===== src/rtl/mux_sel_reg_n.sv =====
// Registered N:1 W-bit mux with direct and auto-scan select; one cycle from sel/din to y.
// A y_valid/y_ready output stage holds y, y_ch and the scan position while downstream stalls.
module mux_sel_reg_n #(
  parameter int N     = 8,
  parameter int W     = 1,
  parameter int DWELL = 4,
  localparam int SEL_W = (N > 1) ? $clog2(N) : 1
) (
  input  logic               clk,
  input  logic               rst_n,
  input  logic [N*W-1:0]     din,
  input  logic [SEL_W-1:0]   sel,
  input  logic               mode,
  input  logic               en,
  output logic [W-1:0]       y,
  output logic [SEL_W-1:0]   y_ch,
  output logic               y_valid,
  input  logic               y_ready
);

  localparam logic [16:0]      DWELL_C = 17'(DWELL);
  localparam logic [SEL_W-1:0] LAST_CH = SEL_W'(N - 1);

  logic [W-1:0]     r_y;
  logic [SEL_W-1:0] r_y_ch;
  logic             r_valid;
  logic [SEL_W-1:0] r_scan_ch;
  logic [15:0]      r_dwell_cnt;
  logic             r_mode_q;

  logic             w_load;
  logic [SEL_W-1:0] w_base_ch;
  logic [15:0]      w_base_cnt;
  logic [SEL_W-1:0] w_ch;
  logic [16:0]      w_cnt_inc;
  logic             w_wrap;
  logic [W-1:0]     w_dat;

  always_comb begin
    w_load     = en && (!r_valid || y_ready);
    // Entering scan mode behaves as if the scan position were freshly reset.
    w_base_ch  = r_mode_q ? r_scan_ch : '0;
    w_base_cnt = r_mode_q ? r_dwell_cnt : '0;
    w_ch       = mode ? w_base_ch : sel;
    w_cnt_inc  = {1'b0, w_base_cnt} + 17'd1;
    w_wrap     = (w_cnt_inc == DWELL_C);
  end

  // Indices at or above N match no channel and yield zero.
  always_comb begin
    w_dat = '0;
    for (int i = 0; i < N; i++) begin
      if (w_ch == SEL_W'(i)) begin
        w_dat = din[i*W +: W];
      end
    end
  end

  always_ff @(posedge clk or negedge rst_n) begin
    if (!rst_n) begin
      r_y         <= '0;
      r_y_ch      <= '0;
      r_valid     <= 1'b0;
      r_scan_ch   <= '0;
      r_dwell_cnt <= '0;
      r_mode_q    <= 1'b0;
    end else if (w_load) begin
      r_y      <= w_dat;
      r_y_ch   <= w_ch;
      r_valid  <= 1'b1;
      r_mode_q <= mode;
      if (mode) begin
        if (w_wrap) begin
          r_dwell_cnt <= '0;
          r_scan_ch   <= (w_base_ch == LAST_CH) ? '0 : w_base_ch + SEL_W'(1);
        end else begin
          r_dwell_cnt <= w_cnt_inc[15:0];
          r_scan_ch   <= w_base_ch;
        end
      end
    end else if (y_ready) begin
      r_valid <= 1'b0;
    end
  end

  assign y       = r_y;
  assign y_ch    = r_y_ch;
  assign y_valid = r_valid;

endmodule


===== config.mk =====
export PLATFORM = sky130hd
export DESIGN_NAME = mux_sel_reg_n
export DESIGN_NICKNAME = d
export VERILOG_FILES = /design/src/rtl/mux_sel_reg_n.sv
export SDC_FILE = /design/constraint.sdc
export NUM_CORES = 1
export LEC_CHECK = 0
export BUFFER_PORTS_ARGS = -buffer_cell sky130_fd_sc_hd__buf_2
export CORE_MARGIN = 2
export CORE_UTILIZATION = 35
export DETAILED_ROUTE_END_ITERATION = 8
export PLACE_DENSITY = 0.53
export SLEW_MARGIN = 10
export SYNTH_ARGS = -nofsm -noshare
export SYNTH_HDL_FRONTEND = slang
export SYNTH_SLANG_ARGS = --single-unit
export TNS_END_PERCENT = 30

===== constraint.sdc =====
create_clock -name clk -period 4.4 [get_ports clk]
set_input_delay 1.1 -clock clk [delete_from_list [all_inputs] [get_ports clk]]
set_output_delay 1.1 -clock clk [all_outputs]
set_load 0.02 [all_outputs]

### Word level (Yosys, flattened, before mapping)

Index checks and enable logic that the tools add are counted.

| cells by class | value |
|---|---|
| add/sub/neg operators | 2 |
| eq/ne operators | 9 |
| multiplexer cells | 16 |
| reductions and logical operators | 6 |

Operators with widths:

| operator | number |
|---|---|
| $mux 16 | 2 |
| $add 16x1->17 const B | 1 |
| $eq 17x3->1 const B | 1 |
| $eq 3x3->1 const B | 5 |
| $mux 3 | 4 |
| $mux 1 | 10 |
| $eq 3x2->1 const B | 2 |
| $add 3x1->3 const B | 1 |
| $eq 3x1->1 const B | 1 |
| $logic_not 3->1 | 1 |
| $reduce_and 2->1 | 1 |
| $reduce_bool 2->1 | 1 |
| $logic_and 1x1->1 | 1 |
| $logic_not 1->1 | 1 |
| $logic_or 1x1->1 | 1 |

| storage, ports and cells | value |
|---|---|
| bits in registers | 25 |
| output and inout port bits | 5 |
| logic and storage cells | 39 |

### Longest topological paths before layout

Gate-level depths: netlist (run 1).

| depth | value |
|---|---|
| depth after elaboration | 11 |
| mapped depth | 12 |
| depth with buffers taken out | 8 |

### Least setup slack after synthesis (run 1)

OpenSTA, ideal clock, no wires.

| path | value |
|---|---|
| path kind | register -> register |
| start point | register r_mode_q |
| end point | register r_scan_ch[0] |
| library setup time | 0.120 ns |
| arrival time | 3.165 ns |
| data required time | 4.280 ns |
| path slack | 1.115 ns |
| cell stages (with the launch flop) | 13 |
| period minus slack after synthesis | 3.285 ns |
| path through | dfrtp_1 clkbuf_8 clkbuf_1 buf_1 and2_1 ha_1 nand3_4 nor4_4 mux2i_1 or3_1 buf_2 or4b_1 and3_1 |

| on the way | value |
|---|---|
| word-level cells in the longest chain between the ends | 4 |
| elaborated cells on any way between the ends | 8 |
| those cells by class | 2 x add/sub; 2 x eq/ne; 4 x mux |

RTL lines:

| item | line | RTL |
|---|---|---|
| start: declaration | 29 | `logic r_mode_q;` |
| start signal: assignment | 71 | `r_mode_q <= mode;` |
| $mux 16 / $mux 3 (equally long branches) | 43, 42 |  |
| $add 16x1->17 (tied with other cells) | 45 | `w_cnt_inc = {1'b0, w_base_cnt} + 17'd1;` |
| $eq 17x3->1 / $mux 3 (equally long branches) | 46, 75 |  |
| $mux 3 (*) | 73 | `if (w_wrap) begin` |
| end signal: assignment | 75 | `r_scan_ch <= (w_base_ch == LAST_CH) ? '0 : w_base_ch + SEL_W'(1);` |
| end signal: assignment | 78 | `r_scan_ch <= w_base_ch;` |
| end: declaration | 27 | `logic [SEL_W-1:0] r_scan_ch;` |

Mark *: on every way between the ends. The rest lies on a longest branch, timed or not.
A chain may end at the register's enable or synchronous reset.

### Worst setup path after layout (run 1)

Same ends and word-level chain as after synthesis.

==> results of run 1 <==
flip-flops by register name, summed over array words and instances, names as in the netlist:
| name | count |
|---|---|
| r_scan_ch | 3 |
| y_valid | 1 |
| r_dwell_cnt | 16 |
| y_ch | 3 |
| y | 1 |
| r_mode_q | 1 |
cell type report:
cell class	count	area share, %
inverters	3	0.611
multi-input cells	142	52.2
repair buffers	22	6.24
flip-flops and latches	25	33.9
clock buffers	4	2.44
well taps	67	4.55
cells by family after synthesis:
group | Yosys count | synth area share (%)
buffers and inverters | 17 | 8.17
AOI/OAI and AO/OA | 48 | 19.6
DFF | 25 | 36.2
xor gates and xnor gates | 3 | 1.52
adders and majority gates | 1 | 0.723
and+or+nand+nor | 80 | 26.3
muxes | 10 | 7.52
worst paths after layout:
check / start / to / slack, ps / cells past startpoint
min in group asynchronous: rst_n / r_dwell_cnt[7]$_DFFE_PN0P_ / 810 / 1
worst max-delay path: r_mode_q$_DFFE_PN0P_ / r_scan_ch[0]$_DFFE_PN0P_ / 1330 / 8
max in group asynchronous: rst_n / y_ch[2]$_DFFE_PN0P_ / 3210 / 1
worst max register to register: r_mode_q$_DFFE_PN0P_ / r_scan_ch[0]$_DFFE_PN0P_ / 1330 / 8
worst min-delay path: y_ch[1]$_DFFE_PN0P_ / y_ch[1]$_DFFE_PN0P_ / 480 / 2
worst min register to register: y_ch[1]$_DFFE_PN0P_ / y_ch[1]$_DFFE_PN0P_ / 480 / 2
per-layer routing:
layer | wire, µm | track usage (%)
met2 | 1710 | 24.8
met4 | 42 | 5.95
met3 | 133 | 2.17
met1 | 1780 | 21.2
met5 | 0 | 0
where the power goes:
group | leakage [nW] | internal [mW] | switching, mW
sequential | 0.324 | 0.257 | 0.0459
combinational | 0.470 | 0.0494 | 0.0593
clock | 0.0228 | 0.0649 | 0.0762
cell usage after synthesis (all sizes together), types with 2 or more instances:
library cell,instances
o41ai,2
o31ai,4
nor2,7
dfrtp,25
or3,2
nor3,11
mux2,4
nand2b,2
a21o,6
nand2,26
o221ai,2
a22o,9
xnor2,2
nor2b,2
mux4,2
inv,3
clkbuf,10
buf,3
nor4,3
nand4,4
o21ai,13
and3,3
and2,4
or4,3
a31oi,5
mux2i,4
nand3,8
worst max-delay path, delay by kind of cell (launching register included):
family | cells | cell delay (ps)
mux | 1 | 110
flops | 1 | 710
fa+ha+maj | 1 | 300
simple gates | 6 | 1850
==> summary.txt, run 1 <==
status = completed
initial drt markers = 159
final non-filler cell total = 263
first-pass GRT wire length = 6710 µm
die height = 74.3 µm
global placement routability congestion = 0.817
Detail Route Antenna Nets = 0
relative slew slack = 56.9%
register area = 626 µm²
Avg WL per Cell = 13.9 µm
# setup viols final = 0
P_leak = 0.817 nW
largest net degree at the start of global routing = 26
power density over the cells = 300 mW/mm²
Synth area leaders = dfrtp_1 (36%), nand2_1 (5.6%), a22o_1 (4.6%)
Filler cells = 497
Hold Slack = 479 ps
commonest non-fill, non-tap cell in the layout = nand2_1
Worst setup EP type = flip-flop
Final Max Slew Viols = 0
Initial Utilization = 36.4%
Tot Pwr = 553 µW
total CTS buffers = 3
# IOs = 21
ANT cells = 0
slowest CP cell = dfrtp_1
Setup CP Type = reg2reg
placed cell count = 259
crit start category = flip-flop
final WL = 3660 µm
Syn Nets = 201
Sink Count = 25
YS warnings = 0
Place WS = 1340 ps
fin crit share = 69.8%
Hold Fails Final Rpt = 0
via count = 1441
share of the synthesized area in the top cell type = 36.2%
worst-path cell chain = and2_1, ha_1, nand3_4, nor4_4, mux2i_1, or3_1, or4b_1, and3_1
CTS root buf = clkbuf_8
RSZ-0062 raised after global routing = no
total grt overflow = 0
Clk pin slew, worst setup/hold paths = 80 ps
Worst EP arrival = 3230 ps
Top FF cell, synth = dfrtp_1
largest fanout on the critical path = 20
Layout area overhead = 6.58%
clk buf depth = 2
fraction of registers with async set or reset after synthesis = 100%
Post-Place Cell Area = 0.00180 mm²
CTS tree = yes
commonest cells after routing, fill and taps aside = nand2_1 (26), dfrtp_1 (25), buf_2 (20), o21ai_0 (13), nor3_1 (11)
Vias per Instance = 5.48
nets = 214
clk_skew = 11.6 ps
core area = 0.00475 mm²
largest area contributor in the netlist = dfrtp_1
CTS Hold Bufs = 0
synthesized area per cell = 9.40 µm²
area of the multi-input gates = 963 µm²
GRT Total Usage = 15.4%
htree depth = 1
Die X-Extent = 74.3 µm
vias in the first global route = 1428
setup_tns = 0 ps
maximum clock rate = 326 MHz
Post-route DRC = 0
post-synthesis cell type count = 50
Yosys reg bits = 25
die area = 0.00552 mm²
Worst Hold Class = reg2reg
Final HPWL DP = 2720 µm
Worst path max stage delay = 710 ps
fin crit period = 3070 ps
Post-Synthesis Cells = 184
final worst-path setup slack = 1330 ps
Rows = 25
Post-synth EDFFs = 0
Max Cap Viol = 0
Port-buffer cells = 20
Peak VDD IR = 0.000128 V
fin util = 38.8%
insertion delay to the later sink of the worst-skew pair = 280 ps
total setup buffers inserted after CTS = 0
Req. time, crit path = 4560 ps
fin area = 0.00184 mm²
initial antenna violation count = 0
Post-Syn Area = 0.00173 mm²
ratio of cells with drive above 1 in the final layout = 19.4%
Worst Max-Slew Pin Slew = 645 ps
sequential-to-total area share from yosys stat = 36.2%
CTS resizes = 0
TritonRoute pass-1 iters = 4
(Power assumes the default switching activity.)
==> inputs of run 2 (changes only) <==
- clock period: 4.4 -> 3.01 ns (I/O delays scaled with it)
==> run 2 against run 1 <==
Compared with the run above:
- critical path depth unchanged
- clock skew decreased by 10 ps
- maximum frequency increased by 14%
- combinational power increased by 53%
- sequential share of layout area decreased by 0.45 points
- largest cell class unchanged
- highest routed layer unchanged
==> summary.txt, run 2 (same netlist as run 1, synthesis figures left out) <==
status = completed
R2R cell count = 8
Post-route DRC = 0
Rows = 25
insertion delay to the later sink of the worst-skew pair = 270 ps
Worst Hold Class = in2async
initial antenna violation count = 0
ANT cells = 0
Detail Route Antenna Nets = 0
vias in the first global route = 1434
maximum clock rate = 371 MHz
fin crit share = 89.5%
Setup CP Type = reg2reg
Sink Count = 25
final WL = 3680 µm
Final HPWL DP = 2700 µm
global placement routability congestion = 0.782
# setup viols final = 0
power density over the cells = 434 mW/mm²
Die X-Extent = 74.3 µm
die height = 74.3 µm
Worst path max stage delay = 520 ps
Clk pin slew, worst setup/hold paths = 90 ps
Hold Fails Final Rpt = 0
crit start category = flip-flop
Worst Max-Slew Pin Slew = 567 ps
Sw Ratio = 32.6%
sequential share of power = 53.8%
Worst setup EP type = flip-flop
Logic pwr share = 20.6%
# IOs = 21
relative slew slack = 62.2%
Port-buffer cells = 20
R2R setup slack = 320 ps
CTS tree = yes
via count = 1455
Critical R2R Launch = r_mode_q$_DFFE_PN0P_
fin crit period = 2690 ps
clk buf depth = 2
Filler cells = 492
die area = 0.00552 mm²
fin util = 39.3%
core area = 0.00475 mm²
setup_tns = 0 ps
TritonRoute pass-1 iters = 4
Final Max Slew Viols = 0
largest net degree at the start of global routing = 26
total setup buffers inserted after CTS = 0
slowest CP cell = or4b_1
Avg WL per Cell = 13.8 µm
CP Depth = 8
area of the multi-input gates = 966 µm²
worst-path cell chain = and2_1, ha_2, nand3_4, nor4_4, mux2i_1, or3_1, or4b_1, and3_1
P_leak = 0.829 nW
total CTS buffers = 3
Hold Slack = 464 ps
Max Cap Viol = 0
Worst EP arrival = 2860 ps
ratio of cells with drive above 1 in the final layout = 21.1%
largest fanout on the critical path = 6
clock share of power = 25.6%
commonest non-fill, non-tap cell in the layout = nand2_1
Critical R2R Capture = r_scan_ch[0]$_DFFE_PN0P_
nets = 217
initial drt markers = 125
clk_skew = 1.59 ps
internal power component = 547 µW
CTS root buf = clkbuf_8
CTS Hold Bufs = 0
CTS resizes = 0
GRT Total Usage = 14.9%
commonest cells after routing, fill and taps aside = nand2_1 (26), dfrtp_1 (25), buf_2 (20), o21ai_0 (13), nor3_1 (11)
Vias per Instance = 5.47
Initial Utilization = 36.4%
max reg flops = 16
Post-Place Cell Area = 0.00182 mm²
CP bufs+invs = 0
sw power = 264 µW
Layout area overhead = 8.03%
total grt overflow = 0
fin area = 0.00187 mm²
Biggest register = r_dwell_cnt
htree depth = 1
Top Family by Delay on Critical Path = simple AND/OR/NAND/NOR gates
Peak VDD IR = 0.000191 V
register area = 626 µm²
Req. time, crit path = 3180 ps
RSZ-0062 raised after global routing = no
first-pass GRT wire length = 6490 µm
-- run 2: area by class of cell --
cell class / count / share of cell area (%)
Multi-Input combinational cell: 142 / 51.7
Inverter: 3 / 0.602
Clock buffer: 4 / 2.41
Sequential cell: 25 / 33.5
Timing Repair Buffer: 25 / 7.36
Tap cell: 67 / 4.48
-- run 2: metrics by stage --
stage	setup WS [ps]	cells	power, mW
2_1_floorplan	7.52	184	0.568
3_3_place_gp	450	262	0.604
3_5_place_dp	350	262	0.613
4_1_cts	321	266	0.825
5_1_grt	154	266	0.863
6_report	318	266	0.811
-- run 2: power groups by stage --
stage / clock network [mW] / logic (mW) / registers (mW)
final: 0.207 / 0.167 / 0.436
after floorplan: 0 / 0.136 / 0.432
after global placement: 0 / 0.168 / 0.436
after global routing: 0.230 / 0.189 / 0.444
after CTS: 0.217 / 0.172 / 0.436
after detailed placement: 0 / 0.171 / 0.442
-- run 2: worst max path at each step --
| stage | startpoint | to | slack [ps] |
|---|---|---|---|
| floorplan | r_mode_q$_DFFE_PN0P_ | r_scan_ch[0]$_DFFE_PN0P_ | 8 |
| global placement | r_mode_q$_DFFE_PN0P_ | r_scan_ch[0]$_DFFE_PN0P_ | 450 |
| detailed placement | r_mode_q$_DFFE_PN0P_ | r_scan_ch[0]$_DFFE_PN0P_ | 350 |
| CTS | r_mode_q$_DFFE_PN0P_ | r_scan_ch[1]$_DFFE_PN0P_ | 320 |
| global route | r_mode_q$_DFFE_PN0P_ | r_scan_ch[1]$_DFFE_PN0P_ | 150 |
| finish | r_mode_q$_DFFE_PN0P_ | r_scan_ch[0]$_DFFE_PN0P_ | 320 |
-- run 2: worst register-to-register path, cell delays in order, from the launching register on --
cell and delay (ps):
dfrtp_1 410, and2_1 200, ha_2 270, nand3_4 130, nor4_4 300, mux2i_1 120, or3_1 470, or4b_1 520
and3_1 170
-- run 2: metal layers --
layer	vias to the layer above	GRT usage (%)	share of wire, %
met1	701	18.5	46
li1	719	-	-
met2	33	26.0	49
met3	2	2.71	4.1
met5	-	0	0
met4	0	5.36	0.79
